$ cat src/rtl/pwm_pkg.sv
// pwm_pkg: shared definitions for the PWM channel.
//   - pwm_state_e : dead-time FSM state encoding (3-bit binary)
//   - DT_WIDTH_DEFAULT / WIDTH_DEFAULT : default parameter widths
package pwm_pkg;

  localparam int unsigned WIDTH_DEFAULT    = 8;
  localparam int unsigned DT_WIDTH_DEFAULT = 4;

  typedef enum logic [2:0] {
    ST_OFF    = 3'd0,
    ST_A_ON   = 3'd1,
    ST_DEAD_A = 3'd2,
    ST_B_ON   = 3'd3,
    ST_DEAD_B = 3'd4
  } pwm_state_e;

endpackage

$ cat src/rtl/pwm_deadtime.sv
// pwm_deadtime: turns the raw compare bit into two complementary outputs
// separated by a programmable dead time.
//   clk, rst_n  : clock, async active-low reset
//   enable      : low forces OFF and clears the dead-time counter
//   raw         : compare result from the channel
//   deadtime    : dead-time length, sampled when the down-counter loads
//   pwm_out     : primary output (registered, high only in A_ON)
//   pwm_out_n   : complementary output (registered, high only in B_ON)
module pwm_deadtime
  import pwm_pkg::*;
#(
  parameter int unsigned DT_WIDTH = DT_WIDTH_DEFAULT
) (
  input  logic                clk,
  input  logic                rst_n,
  input  logic                enable,
  input  logic                raw,
  input  logic [DT_WIDTH-1:0] deadtime,
  output logic                pwm_out,
  output logic                pwm_out_n
);

  pwm_state_e          state;
  logic [DT_WIDTH-1:0] dt_cnt;

  // Outputs are registered alongside the state so each one is high only
  // in its own ON state; the two can never be high together.
  always_ff @(posedge clk or negedge rst_n) begin
    if (!rst_n) begin
      state     <= ST_OFF;
      dt_cnt    <= '0;
      pwm_out   <= 1'b0;
      pwm_out_n <= 1'b0;
    end else begin
      pwm_out   <= 1'b0;
      pwm_out_n <= 1'b0;
      if (!enable) begin
        state  <= ST_OFF;
        dt_cnt <= '0;
      end else begin
        case (state)
          ST_OFF: begin
            dt_cnt <= deadtime;
            state  <= raw ? ST_DEAD_A : ST_DEAD_B;
          end
          // Expiry takes priority over a reversal seen in the same cycle.
          ST_DEAD_A: begin
            if (dt_cnt == '0) begin
              state   <= ST_A_ON;
              pwm_out <= 1'b1;
            end else if (!raw) begin
              state  <= ST_DEAD_B;
              dt_cnt <= deadtime;
            end else begin
              dt_cnt <= dt_cnt - DT_WIDTH'(1);
            end
          end
          ST_DEAD_B: begin
            if (dt_cnt == '0) begin
              state     <= ST_B_ON;
              pwm_out_n <= 1'b1;
            end else if (raw) begin
              state  <= ST_DEAD_A;
              dt_cnt <= deadtime;
            end else begin
              dt_cnt <= dt_cnt - DT_WIDTH'(1);
            end
          end
          ST_A_ON: begin
            if (!raw) begin
              state  <= ST_DEAD_B;
              dt_cnt <= deadtime;
            end else begin
              pwm_out <= 1'b1;
            end
          end
          ST_B_ON: begin
            if (raw) begin
              state  <= ST_DEAD_A;
              dt_cnt <= deadtime;
            end else begin
              pwm_out_n <= 1'b1;
            end
          end
          default: begin
            state  <= ST_OFF;
            dt_cnt <= '0;
          end
        endcase
      end
    end
  end

endmodule

$ cat src/rtl/pwm_channel.sv
// pwm_channel: one PWM channel driven by a shared up-counting timebase.
//   clk, rst_n    : clock, async active-low reset
//   enable        : channel enable; low forces both outputs low
//   counter_value : timebase value, 0..period_top
//   period_top    : last count of the period
//   duty_wr       : one-cycle write strobe for duty_data
//   duty_data     : new duty (high counts per period)
//   deadtime      : dead-time length in clk cycles
//   invert        : duty defines low time instead of high time
//   pwm_out       : primary output
//   pwm_out_n     : complementary output
//   period_start  : one-cycle pulse the cycle after each boundary
//   duty_pending  : a written duty waits for the next boundary
module pwm_channel
  import pwm_pkg::*;
#(
  parameter int unsigned WIDTH    = WIDTH_DEFAULT,
  parameter int unsigned DT_WIDTH = DT_WIDTH_DEFAULT
) (
  input  logic                clk,
  input  logic                rst_n,
  input  logic                enable,
  input  logic [WIDTH-1:0]    counter_value,
  input  logic [WIDTH-1:0]    period_top,
  input  logic                duty_wr,
  input  logic [WIDTH-1:0]    duty_data,
  input  logic [DT_WIDTH-1:0] deadtime,
  input  logic                invert,
  output logic                pwm_out,
  output logic                pwm_out_n,
  output logic                period_start,
  output logic                duty_pending
);

  logic [WIDTH-1:0] active_duty;
  logic [WIDTH-1:0] pending_duty;
  logic             boundary_c;
  logic             raw_c;

  assign boundary_c = enable && (counter_value == period_top);
  assign raw_c      = (counter_value < active_duty) ^ invert;

  // Double-buffered duty: a write coinciding with a boundary bypasses the
  // pending register; otherwise the latest write waits for the boundary.
  always_ff @(posedge clk or negedge rst_n) begin
    if (!rst_n) begin
      active_duty  <= '0;
      pending_duty <= '0;
      duty_pending <= 1'b0;
    end else if (duty_wr && boundary_c) begin
      active_duty  <= duty_data;
      pending_duty <= duty_data;
      duty_pending <= 1'b0;
    end else if (duty_wr) begin
      pending_duty <= duty_data;
      duty_pending <= 1'b1;
    end else if (boundary_c && duty_pending) begin
      active_duty  <= pending_duty;
      duty_pending <= 1'b0;
    end
  end

  // Period boundary pulse, delayed one cycle.
  always_ff @(posedge clk or negedge rst_n) begin
    if (!rst_n) begin
      period_start <= 1'b0;
    end else begin
      period_start <= boundary_c;
    end
  end

  pwm_deadtime #(
    .DT_WIDTH (DT_WIDTH)
  ) u_deadtime (
    .clk       (clk),
    .rst_n     (rst_n),
    .enable    (enable),
    .raw       (raw_c),
    .deadtime  (deadtime),
    .pwm_out   (pwm_out),
    .pwm_out_n (pwm_out_n)
  );

endmodule

$ cat config.mk
export PLATFORM = sky130hd
export DESIGN_NAME = pwm_channel
export DESIGN_NICKNAME = d
export VERILOG_FILES = /design/src/rtl/pwm_pkg.sv /design/src/rtl/pwm_deadtime.sv /design/src/rtl/pwm_channel.sv
export SDC_FILE = /design/constraint.sdc
export NUM_CORES = 1
export LEC_CHECK = 0
export ABC_AREA = 1
export BUFFER_PORTS_ARGS = -buffer_cell sky130_fd_sc_hd__buf_2
export CAP_MARGIN = 15
export CORE_MARGIN = 8
export CORE_UTILIZATION = 35
export CTS_BUF_LIST = sky130_fd_sc_hd__clkbuf_4 sky130_fd_sc_hd__clkbuf_8
export CTS_CLUSTER_SIZE = 8
export DETAILED_ROUTE_END_ITERATION = 10
export PLACE_DENSITY_LB_ADDON = 0.3
export SYNTH_ARGS = -nofsm -noshare
export SYNTH_HDL_FRONTEND = slang
export SYNTH_SLANG_ARGS = --single-unit
$ cat constraint.sdc
create_clock -name clk -period 1.9 [get_ports clk]
set_input_delay 0.38 -clock clk [delete_from_list [all_inputs] [get_ports clk]]
set_output_delay 0.38 -clock clk [all_outputs]
set_load 0.01 [all_outputs]
==> impl_metrics.csv, run 1 <==
group,metric,value,unit
yosys,ys_seq_area_frac,0.4132,
hold_path,hp-class,"in -> async",
worst_setup_path,worstPathArrival,1.95,ns
timing,rsz0062_at_grt,"yes",
worst_setup_path,crit_required,2.07,ns
floorplanning,io_pins,37,
placement,numPortBuffers,36,
run,cap_violations,0,
yosys,synth_top_family_by_area,"simple AND/OR/NAND/NOR gates",
floorplanning,dieArea,0.007116,sq mm
pwr,clockPowerShare,0.175,
timing,hold_viol,0,
pwr,leakage,1.102,nW
worst_setup_path,cp_slowest_cell,"dfrtp_1",
routing,wl_per_cell,11.05,microns
global_routing,grt_pass1_vias,1421,
timing,worst_pin_slew,0.6019,ns
floorplanning,fp.dieW,84.36,microns
pwr,switching_power,0.0007235,W
final_layout,area_growth,21.35,%
floorplanning,die-height,84.36,microns
pwr,seqPwrFrac,0.412,
clock_tree,numCtsBuffers,3,
floorplanning,num_rows,25,
final_layout,nets,299,
timing,setup_viol,0,
run_status,status,"completed",
pwr,internal_power,0.001134,W
final_layout,most-common-layout-cells,"nand2_1 (66), inv_1 (36), buf_2 (36)",
global_routing,grt_antenna_before_repair,0,
timing,drv_slew,0,
clock_tree,cts_max_path_buffers,2,
global_routing,grt.total_usage,0.09866,
worst_setup_path,reg2reg_slack,0.12,ns
clock_tree,clock_latency,0.27,ns
global_routing,grt_pass1_wl,6.030,mm
worst_setup_path,startpoint_type,"register",
routing,route.detailed.drc,0,
yosys,synth_fa_ha_area_frac,0.06886,
floorplanning,core,0.004598,sq mm
worst_setup_path,startpoint,"active_duty[7]",
yosys,ys_seq_elements,27,
pwr,switching_share,0.3895,
worst_setup_path,max_stage_delay,0.39,ns
placement,dp_cells,305,
final_layout,final_cells,310,
pwr,vdd_drop_max,0.3479,mV
worst_setup_path,setup.worst_path.class,"reg -> reg",
final_layout,antenna_cells,0,
global_routing,overflow,0,
clock_tree,cts.htree.levels,1,
pwr,total_power,0.001858,W
routing,firstDrtPassIters,4,
global_routing,grt_max_degree,28,
yosys,synth-simple-area-share,0.3022,
routing,dr.first_iter.drc_count,80,
final_layout,final_common_cell,"nand2_1",
worst_setup_path,rr_startpoint,"active_duty[7]",
yosys,synth_cells,218,
routing,ant_nets,0,
routing,num_vias,1403,
worst_setup_path,worst-path-max-fanout,4,
timing,tns,0,ns
yosys,synth_compound_area_frac,0.08187,
worst_setup_path,cp-endpoint,"u_deadtime.dt_cnt[2]",
placement,gp_congestion,0.8536,
yosys,yosysUniqueCellTypes,26,
clock_tree,root_buffer,"clkbuf_8",
worst_setup_path,reg2regPathDepth,13,
timing,finalCritPeriodShare,0.9357,
timing,fin_crit,1.778,ns
pwr,comb_power_share,0.413,
yosys,yosys_warnings,0,
routing,vias_per_cell,4.526,
timing,max_freq,562.5,MHz
worst_setup_path,end_kind,"register",
clock_tree,cts_tree,"yes",
pwr,cellPowerDensity,936.1,mW/mm^2
routing,wl,3.425,mm
placement,dpl.hpwl,2.773,mm
clock_tree,hold_buffers,0,
yosys,synthXorXnorAreaFrac,0.02678,
yosys,synth.area.mux_share,0,
timing,finalClockSkew,0.001451,ns
floorplanning,start_util,0.3556,
yosys,syn_area,0.001635,sq mm
worst_setup_path,cpMostUsedCell,"nand2_1",
clock_tree,clock-sinks,27,
worst_setup_path,worstReg2RegEnd,"u_deadtime.dt_cnt[2]",
final_layout,drive_gt1_frac,0.2773,
timing,slew_headroom,0.5987,
yosys,syn-num-nets,260,
yosys,avgSynthCellArea,7.501,sq um
clock_tree,clk_pin_slew,0.09,ns
worst_setup_path,crit_path_cell_trace,"inv_2, ha_4, nand2_2, inv_1, nor2_1, o21a_2, nand2_4, nand2_4, nand4_1, nand3_1, nand2_1, nand2_1, nand2_1",
state kept, by name, summed over array words and instances (netlist names):
name	cells
duty_pending	1
u_deadtime.state	3
u_deadtime.dt_cnt	4
active_duty	8
period_start	1
u_deadtime.pwm_out_n	1
u_deadtime.pwm_out	1
pending_duty	8
stage by stage:
stage	area, sq um	utilization	setup slack, ns	hold slack, ns
2_1_floorplan	1635	-	0.1847	0.08441
3_3_place_gp	1866	0.4057	-0.0004452	0.4250
3_5_place_dp	1866	0.4057	-0.05054	0.4268
4_1_cts	1912	0.4158	0.04109	0.1217
5_1_grt	1984	0.4316	-0.02585	0.1469
6_report	1984	0.4316	0.1222	0.1033
cell families (layout without fill, tap and decap cells):
family	count (synthesis)	in the layout
AOI/OAI and AO/OA	24	24
and+or+nand+nor	109	109
xor gates and xnor gates	5	5
buffers and inverters	44	82
DFF	27	27
adders and majority gates	9	9
synthesized netlist by cell type:
| library cell | instances | area, sq um |
|---|---|---|
| nand4_1 | 2 | 12.51 |
| inv_1 | 40 | 150.1 |
| o22ai_1 | 3 | 18.77 |
| clkbuf_1 | 1 | 3.750 |
| nor3_2 | 1 | 10.01 |
| nand2_2 | 8 | 50.05 |
| o211ai_1 | 1 | 7.510 |
| xor2_1 | 3 | 26.28 |
| o21ai_1 | 3 | 15.01 |
| a21oi_1 | 7 | 35.03 |
| nand3b_2 | 1 | 11.26 |
| dfrtp_1 | 27 | 675.7 |
| nor2_1 | 11 | 41.29 |
| buf_2 | 2 | 10.01 |
| nand3_2 | 4 | 40.04 |
| o21ai_0 | 8 | 40.04 |
| buf_6 | 1 | 11.26 |
| nand3_1 | 8 | 40.04 |
| and2_4 | 1 | 8.760 |
| o21a_2 | 1 | 8.760 |
| nor4_1 | 1 | 6.260 |
| nor3_1 | 3 | 15.01 |
| a22o_1 | 1 | 8.760 |
| nand2_1 | 69 | 259.0 |
| ha_1 | 9 | 112.6 |
| xnor2_1 | 2 | 17.52 |
critical path, delay by kind of cell (launching register included):
family                   cells  cell delay [ns]
AND/OR/NAND/NOR              9             0.78
flip-flops                   1             0.39
buffers and inverters        2             0.12
AO/OA/AOI/OAI                1             0.19
adder cells (fa/ha/maj)      1             0.20
power by group through the flow:
stage / Clock (W) / Combinational (W) / Sequential, W
after floorplan: 0 / 0.000577 / 0.000753
after global placement: 0 / 0.000720 / 0.000775
after detailed placement: 0 / 0.000726 / 0.000773
after CTS: 0.000341 / 0.000729 / 0.000764
after global routing: 0.000361 / 0.000895 / 0.000781
final: 0.000325 / 0.000766 / 0.000766
worst min-delay path by stage:
| stage | cells after the start | slack [ns] | end | start |
|---|---|---|---|---|
| 5_1_grt | 1 | 0.15 | pending_duty[1] | rst_n |
| 3_5_place_dp | 1 | 0.43 | pending_duty[1] | rst_n |
| 4_1_cts | 1 | 0.12 | pending_duty[1] | rst_n |
| 6_report | 1 | 0.10 | pending_duty[1] | rst_n |
| 3_3_place_gp | 1 | 0.42 | pending_duty[2] | rst_n |
| 2_1_floorplan | 0 | 0.08 | active_duty[0] | rst_n |
repair_timing:
item                                   CTS  global route
setup endpoints to repair                0             5
endpoints found under the hold margin    0             0
setup buffers                            0             1
resized for setup                        0            15
routing by layer:
layer,vias up,GRT usage,wire length (microns)
met3,2,0.02323,192
met5,-,0,0
li1,756,-,-
met4,0,0.04321,34
met2,38,0.1574,1519
met1,607,0.1232,1678
cell type report:
type	count	area, sq um
inverters	40	150.1
fillers	456	2614
clock buffers	3	41.29
well taps	54	67.56
multi-input cells	147	849.6
flip-flops and latches	27	675.6
repair buffers	38	195.2
clock inverters	1	5.005
(Power assumes the default switching activity.)
==> run 2, diff against run 1 <==
Settings changed: CORE_UTILIZATION 35 to 40.
==> run 2 against run 1 <==
  * Die area down 10%
  * Combinational power up 2%
  * Total power up 2.0%
  * Critical path depth unchanged
  * Register-to-register slack worse by 0.02 ns
  * Design area down 0.44%
  * Clock power up 7.7%
  * Via count up 1.2%
  * First-iteration DRC count up 19%
  * Critical path type unchanged
  * Largest power group is now combinational cells
==> impl_metrics.csv, run 2 (synthesized netlist as in run 1, its figures left out) <==
group,metric,value,unit
placement,pre_cts_ws,-0.04336,ns
hold_path,hp-class,"in -> async",
final_layout,fin_area,0.001976,sq mm
pwr,cellPowerDensity,959.4,mW/mm^2
clock_tree,cts_tree,"yes",
worst_setup_path,crit_required,2.07,ns
global_routing,grt.total_usage,0.1113,
routing,route.detailed.drc,0,
clock_tree,clock-sinks,27,
worst_setup_path,cp_slowest_cell,"dfrtp_1",
final_layout,most-common-layout-cells,"nand2_1 (65), inv_1 (39), buf_2 (36)",
floorplanning,io_pins,37,
floorplanning,num_rows,23,
pwr,switching_power,0.0007476,W
floorplanning,core,0.003971,sq mm
worst_setup_path,cpMostUsedCell,"nand2_1",
worst_setup_path,worst-path-max-fanout,4,
final_layout,final_common_cell,"nand2_1",
worst_setup_path,setup.worst_path.class,"reg -> reg",
worst_setup_path,reg2reg_slack,0.11,ns
timing,worst_slack,0.1050,ns
worst_setup_path,rr_startpoint,"active_duty[7]",
clock_tree,clk_pin_slew,0.11,ns
final_layout,largestRegisters,"active_duty: 8 flops, pending_duty: 8 flops, u_deadtime.dt_cnt: 4 flops",
final_layout,drive_gt1_frac,0.2674,
timing,max_freq,557.1,MHz
timing,worst_pin_slew,0.6083,ns
final_layout,fillers,389,
timing,setup_viol,0,
timing,fin_crit,1.795,ns
timing,drv_slew,0,
global_routing,grt_pass1_vias,1297,
final_layout,nets,301,
timing,hold_viol,0,
final_layout,final-seq-area,675.6,sq um
clock_tree,numCtsBuffers,3,
worst_setup_path,max_stage_delay,0.39,ns
worst_setup_path,end_kind,"register",
final_layout,area_growth,20.81,%
run_status,status,"completed",
placement,gp_congestion,0.8567,
routing,firstDrtPassIters,4,
final_layout,multi_input_area,827.0,sq um
global_routing,grt_antenna_before_repair,0,
pwr,clockPowerShare,0.185,
clock_tree,clock_latency,0.28,ns
pwr,vdd_drop_max,0.4094,mV
routing,wl,3.534,mm
worst_setup_path,worstPathArrival,1.97,ns
pwr,switching_share,0.3944,
placement,dpl.hpwl,2.812,mm
placement,numPortBuffers,36,
worst_setup_path,critPathTopFamily,"simple AND/OR/NAND/NOR gates",
routing,num_vias,1420,
floorplanning,fp.dieW,79.94,microns
routing,dr.first_iter.drc_count,95,
timing,finalCritPeriodShare,0.9447,
pwr,internal_power,0.001148,W
worst_setup_path,crit_path_cell_trace,"inv_2, ha_4, nand2_2, inv_1, nor2_2, o21a_2, nand2_4, nand2_4, nand4_1, nand3_1, nand2_1, nand2_1, nand2_1",
worst_setup_path,worstReg2RegEnd,"u_deadtime.dt_cnt[0]",
timing,slew_headroom,0.5945,
floorplanning,start_util,0.4118,
worst_setup_path,cp_num_buf_inv,2,
floorplanning,die-height,79.94,microns
clock_tree,cts.htree.levels,1,
routing,ant_nets,0,
floorplanning,dieArea,0.006390,sq mm
global_routing,grt_pass1_wl,5.802,mm
pwr,seqPwrFrac,0.405,
worst_setup_path,startpoint_type,"register",
pwr,total_power,0.001895,W
clock_tree,cts_max_path_buffers,2,
clock_tree,root_buffer,"clkbuf_8",
routing,vias_per_cell,4.610,
timing,fin_hold_ws,0.09082,ns
placement,dpl_cell_area,0.001876,sq mm
pwr,leakage,1.124,nW
global_routing,grt_max_degree,28,
final_layout,antenna_cells,0,
timing,finalClockSkew,0.01050,ns
pwr,comb_power_share,0.410,
worst_setup_path,reg2regPathDepth,13,
run,cap_violations,0,
routing,wl_per_cell,11.47,microns
global_routing,overflow,0,
==> run 2: cell count changes in the layout (fill, tap and decap cells not counted), moves of 2 or more <==
cell	change
inv_1	+3
inv_2	-3
a21oi_1	+2
a21oi_2	-2
buf_4	+2
ha_1	+2
ha_4	-2
==> run 2: worst max-delay path by stage <==
stage	slack (ns)	cells after the start	to	from
global placement	0.01	13	u_deadtime.dt_cnt[0]	counter_value[7]
floorplan	0.18	12	u_deadtime.dt_cnt[2]	counter_value[7]
global route	-0.03	13	u_deadtime.dt_cnt[0]	active_duty[7]
detailed placement	-0.04	13	u_deadtime.dt_cnt[0]	counter_value[7]
finish	0.11	13	u_deadtime.dt_cnt[0]	active_duty[7]
CTS	0.04	13	u_deadtime.dt_cnt[0]	active_duty[7]
==> run 2: area by class of cell <==
class	count	area share
repair buffers	40	0.1064
clock buffers	3	0.02090
clock inverters	1	0.004433
multi-input cells	147	0.4186
inverters	40	0.07600
flip-flops and latches	27	0.3420
well taps	50	0.03167
==> run 2: power by group through the flow <==
| stage | Sequential, W | Combinational (W) | Clock, W |
|---|---|---|---|
| after global routing | 0.000783 | 0.000895 | 0.000382 |
| after floorplan | 0.000753 | 0.000577 | 0 |
| after detailed placement | 0.000776 | 0.000740 | 0 |
| final | 0.000768 | 0.000778 | 0.000350 |
| after global placement | 0.000779 | 0.000738 | 0 |
| after CTS | 0.000765 | 0.000744 | 0.000359 |
==> run 2: metrics by stage <==
step	instances	utilization	setup TNS, ns
after floorplan	218	-	0
after global placement	303	0.4723	0
after detailed placement	303	0.4723	-0.1292
after CTS	307	0.4849	0
after global routing	308	0.4975	-0.08496
final	308	0.4975	0
==> run 2: layer usage <==
metal	share of wire	global-route usage
met5	0	0
met4	0.011	0.03818
met3	0.047	0.02477
met2	0.44	0.1649
met1	0.50	0.1540
==> run 2: what timing repair did <==
item | in CTS | in global routing
endpoints found under the setup margin | 0 | 5
hold buffers | 0 | 0
gates resized for setup | 0 | 11
buffers inserted | 0 | 1
